## src/rtl/led_pkg.sv

```systemverilog
// Shared definitions for the LED channel pipeline: level width, fade state and
// the perceptual gamma curve used by the PWM shaping stage.
package led_pkg;

  localparam int unsigned LEVEL_W = 8;

  typedef enum logic [1:0] {
    SETTLED   = 2'd0,
    RAMP_UP   = 2'd1,
    RAMP_DOWN = 2'd2
  } fade_state_t;

  // ((lvl+1)^2 - 1) >> 8 in 16 bits; 256*256 wraps to 0 so 255 still maps to 0xFFFF.
  function automatic logic [LEVEL_W-1:0] gamma(input logic [LEVEL_W-1:0] lvl);
    logic [15:0] p;
    p = 16'(lvl) + 16'd1;
    p = (p * p) - 16'd1;
    return p[15:8];
  endfunction

endpackage

```

## src/rtl/led_tick_gen.sv

```systemverilog
// Prescaler: o_tick pulses for one cycle every PRESCALE non-hold cycles;
// i_hold freezes the count without losing progress through the period.
module led_tick_gen #(
  parameter int unsigned PRESCALE = 1000
) (
  input  logic i_clk,
  input  logic i_rst,
  input  logic i_hold,
  output logic o_tick
);

  localparam int unsigned CW = (PRESCALE > 1) ? $clog2(PRESCALE) : 1;
  localparam logic [CW-1:0] LAST = CW'(PRESCALE - 1);

  logic [CW-1:0] r_count;
  logic          w_last;

  assign w_last = (r_count == LAST);
  assign o_tick = w_last & ~i_hold;

  always_ff @(posedge i_clk or posedge i_rst) begin
    if (i_rst) begin
      r_count <= '0;
    end else if (!i_hold) begin
      r_count <= w_last ? '0 : r_count + 1'b1;
    end
  end

endmodule

```

## src/rtl/led_fader.sv

```systemverilog
// Per-channel slew-rate limiter: ramps level toward the registered target by at
// most STEP per prescaled tick. Define LED_FADER_GAMMA_EN for quadratic duty shaping.
module led_fader
  import led_pkg::*;
#(
  parameter int unsigned PRESCALE = 1000,
  parameter int unsigned STEP     = 1
) (
  input  logic               clk,
  input  logic               reset,
  input  logic [LEVEL_W-1:0] target,
  input  logic               hold,
  output logic [LEVEL_W-1:0] duty,
  output logic [LEVEL_W-1:0] level,
  output logic               ramping,
  output logic               settled
);

  localparam logic [LEVEL_W:0] STEP_LIM = 9'(STEP);

  logic [LEVEL_W-1:0] r_tq;
  logic [LEVEL_W-1:0] r_level;
  logic [LEVEL_W-1:0] r_duty;
  fade_state_t        r_state;

  logic               w_tick;
  fade_state_t        w_state;
  logic [LEVEL_W:0]   w_up_diff;
  logic [LEVEL_W:0]   w_dn_diff;
  logic [LEVEL_W-1:0] w_up_amt;
  logic [LEVEL_W-1:0] w_dn_amt;
  logic [LEVEL_W-1:0] w_level_nxt;
  logic [LEVEL_W-1:0] w_shaped;

  led_tick_gen #(
    .PRESCALE(PRESCALE)
  ) u_tick (
    .i_clk (clk),
    .i_rst (reset),
    .i_hold(hold),
    .o_tick(w_tick)
  );

  assign w_up_diff = {1'b0, r_tq} - {1'b0, r_level};
  assign w_dn_diff = {1'b0, r_level} - {1'b0, r_tq};
  assign w_up_amt  = (w_up_diff < STEP_LIM) ? w_up_diff[LEVEL_W-1:0] : STEP_LIM[LEVEL_W-1:0];
  assign w_dn_amt  = (w_dn_diff < STEP_LIM) ? w_dn_diff[LEVEL_W-1:0] : STEP_LIM[LEVEL_W-1:0];

  // Step direction comes from the live compare so a target change can never overshoot.
  always_comb begin
    w_state     = SETTLED;
    w_level_nxt = r_level;
    if (r_level < r_tq) begin
      w_state     = RAMP_UP;
      w_level_nxt = r_level + w_up_amt;
    end else if (r_level > r_tq) begin
      w_state     = RAMP_DOWN;
      w_level_nxt = r_level - w_dn_amt;
    end
  end

`ifdef LED_FADER_GAMMA_EN
  assign w_shaped = gamma(r_level);
`else
  assign w_shaped = r_level;
`endif

  always_ff @(posedge clk or posedge reset) begin
    if (reset) begin
      r_tq    <= '0;
      r_level <= '0;
      r_duty  <= '0;
      r_state <= SETTLED;
    end else begin
      r_tq    <= target;
      r_state <= w_state;
      r_duty  <= w_shaped;
      if (w_tick) begin
        r_level <= w_level_nxt;
      end
    end
  end

  assign level   = r_level;
  assign duty    = r_duty;
  assign settled = (r_state == SETTLED);
  assign ramping = (r_state != SETTLED);

endmodule

```

## config.mk

```make
export PLATFORM = sky130hd
export DESIGN_NAME = led_fader
export DESIGN_NICKNAME = d
export VERILOG_FILES = /design/src/rtl/led_pkg.sv /design/src/rtl/led_tick_gen.sv /design/src/rtl/led_fader.sv
export SDC_FILE = /design/constraint.sdc
export NUM_CORES = 1
export LEC_CHECK = 0
export CAP_MARGIN = 10
export CORE_UTILIZATION = 45
export CTS_BUF_LIST = sky130_fd_sc_hd__clkbuf_8 sky130_fd_sc_hd__clkbuf_16
export CTS_CLUSTER_DIAMETER = 80
export DETAILED_ROUTE_END_ITERATION = 7
export PLACE_DENSITY = 0.67
export RECOVER_POWER = 25
export SLEW_MARGIN = 25
export SYNTH_ARGS = -nofsm -noshare
export SYNTH_HDL_FRONTEND = slang
export SYNTH_SLANG_ARGS = --single-unit
export TNS_END_PERCENT = 30
```

## constraint.sdc

```tcl
create_clock -name clk -period 5.8 [get_ports clk]
set_clock_uncertainty 0.15 [all_clocks]
set_input_delay 1.16 -clock clk [delete_from_list [all_inputs] [get_ports clk]]
set_output_delay 1.16 -clock clk [all_outputs]
set_load 0.02 [all_outputs]
```

==> out/metrics.cfg <==
[power]
cellPowerDensity_mw_per_mm2=221
total_power_uw=629
comb_power_share_pct=21.4
p_int_uw=449
peakVddDrop_mv=0.114
power_switching_uw=181
seqPwrFrac_pct=48.2
leakagePower_nw=1.31
swShare_pct=28.7
p_clk_share_pct=30.5

[cells_and_area]
fin_nets=329
fillers=493
layout-drive-gt1-share_pct=5.86
antenna_cells=0
area_growth_pct=17.5

[routing]
drt-met1-wl_um=2290
drc_errors=0
wl_met2_um=2420
dr.first_iter.drc_count=58
postRouteAntennaNets=0
vias=1897
dr.pass1.iters=4
vias_per_cell=5.27
wl_um=4980
wl_per_cell_um=13.8
dr_wl_met3_um=212
top_layer_used=met4

[clock_tree]
cts_tree=yes
cts_buffers=5
cts_resized=0
cts.htree.levels=2
cts_root_buf=clkbuf_8
cts_hold_buf=0
post_cts_buffers=0
cts.sinks=36
clkSlewWorstSetupHoldPaths_ps=70
worst_skew_pair.late_latency_ps=290
cts_buffer_depth=2

[grt]
grt_max_degree=37
grt_pass1_wl_um=8720
grt_antenna_before_repair=0
track_usage_pct=20.4
grt_pass1_vias=1886
grt_overflow_total=0

[sta]
rsz0062_at_grt=false
tns_ps=0
setup_violations=0
slew_violations=37
tightest_slew_ps=1860
clock.fmax_ghz=0.209
hold_violations=0
period_needed_ps=4780
min_period_over_period_pct=82.4
slew_headroom_pct=-24.2

[logic_synthesis]
yosys.area.top_type_share_pct=37.1
synth.distinct_cells=50
ys_warn_count=0
synth_area_leaders=dfrtp_1, ha_1, xnor2_1
synth_fp_nets=299
synth_cells=260
synth_area_per_cell_um2=9.33
ys_ff_latch=36
seq_area_frac_synth_pct=37.1
synth_area_mm2=0.00243
synth_edf_count=0
synth_flop_cell=dfrtp_1
synth_top_cell_by_area=dfrtp_1
ys_async_sr_fraction_pct=100

[floorplan]
ios=29
die_area_mm2=0.00569
die_w_um=75.4
core_area_mm2=0.00514
rows=26
initial_core_util_pct=47.2
die_y_um=75.4

[hold_path]
min_path_cells=0
hold_path.class=flip-flop to flip-flop

[job]
drv_cap=1

[worst_setup_path]
cp.arrival_ps=4840
crit_type=flip-flop to flip-flop
cp.required_ps=5860
end_kind=flip-flop
startpoint_type=flip-flop
critPathMaxFanout=5
r2r_cells=17

[placement]
hpwl_um=3830
portBuffers=28
gp_congestion=0.900

[status]
outcome=finished, violations left
violations=capacitance limit, slew limit

[critical path: stages (launching register included)]
cell	delay (ps)
dfrtp_1	420
ha_1	250
fa_1	400
nand2b_2	210
a211oi_2	250
a21bo_2	260
and2_1	160
nor4_1	520
ha_1	340
nand2_1	110
ha_1	130
nor2b_1	160
o2111a_1	220
nor2_1	60
a211o_1	280
or4b_1	460
a31oi_1	200
xnor2_1	130
[synth_stat cells (2+ instances only)]
master    number
a211oi_1       3
and2_1         2
o22ai_1        3
dfrtp_1       36
xnor2_1       15
a21o_1         2
nor2_1        25
nand2_1       14
a21oi_1       15
or3_1          2
nor3_1         7
inv_1         25
nand2b_1      12
ha_1          25
a211o_1        2
o21a_1         5
o211a_1        2
nand3_1        4
nand4_1        3
a31oi_1        2
and3_1         4
nor2b_1        4
o21ai_0       11
xor2_1         5
buf_4          3
or2_2          3
fa_1           3
[power by group through the flow]
stage,registers (mW),logic [mW],clock network (mW)
after floorplan,0.301,0.108,0
after global placement,0.306,0.133,0
after global routing,0.307,0.155,0.207
after CTS,0.303,0.137,0.197
after detailed placement,0.307,0.135,0
final,0.303,0.135,0.192
[final timing paths]
check | from | to | slack [ps]
max in group asynchronous | reset | r_tq[7] | 2600
worst min-delay path | level[0] | duty[0] | 310
worst max register to register | level[0] | level[7] | 1020
worst max-delay path | level[0] | level[7] | 1020
min in group asynchronous | reset | u_tick.r_count[2] | 1830
worst min register to register | level[0] | duty[0] | 310
[cells by family (layout without fill, tap and decap cells)]
kind of cell / Yosys count / count (layout) / share of synthesized area, %
buf+inv: 32 / 62 / 5.78
other cells: 1 / 1 / 0.155
fa+ha+maj: 28 / 28 / 15.4
compound gates: 57 / 57 / 15.9
xor+xnor: 20 / 20 / 7.22
mux: 1 / 1 / 0.413
flops: 36 / 36 / 37.1
simple gates: 85 / 85 / 18.1
[metal layers]
layer,up-vias,track usage [%]
met5,-,0
met2,48,35.6
met1,895,25.7
li1,947,-
met4,0,5.14
met3,7,4.50
[per-stage QoR]
| stage | util [%] | hold WS, ps | instance area [µm²] | std cells | worst slack [ps] |
|---|---|---|---|---|---|
| after floorplan | - | 288 | 2430 | 260 | 1310 |
| after global placement | 53.7 | 279 | 2760 | 353 | 1160 |
| after detailed placement | 53.7 | 306 | 2760 | 353 | 1050 |
| after CTS | 55.6 | 320 | 2860 | 360 | 1010 |
| after global routing | 55.5 | 331 | 2850 | 360 | 604 |
| final | 55.5 | 314 | 2850 | 360 | 1020 |
[cells in the final DEF, fill, tap and decap left out, drive strengths merged, types with 2 or more instances in the layout]
cell type,n
a211o,2
a211oi,4
a21o,3
a21oi,15
a31oi,2
and2,2
and3,4
clkbuf,8
clkdlybuf4s50,19
dfrtp,36
dlygate4sd3,9
fa,3
ha,25
inv,26
nand2,14
nand2b,13
nand3,4
nand4,3
nor2,25
nor2b,4
nor3,7
o211a,2
o21a,5
o21ai,11
o22ai,3
or2,3
or3,2
xnor2,15
xor2,5
[sequential cells by signal, indices dropped and copies added (netlist names)]
signal and cells:
r_state 2, duty 8, r_tq 8, u_tick.r_count 10, level 8
[final cells by class]
| cell class | count | area [µm²] | share of cell area [%] |
|---|---|---|---|
| clock buffer | 7 | 96.3 | 3.38 |
| tap | 70 | 87.6 | 3.07 |
| inverter | 26 | 97.6 | 3.42 |
| sequential | 36 | 901 | 31.6 |
| multi-input combinational | 192 | 1390 | 48.6 |
| timing repair buffer | 29 | 284 | 9.96 |
(Power assumes the default switching activity.)
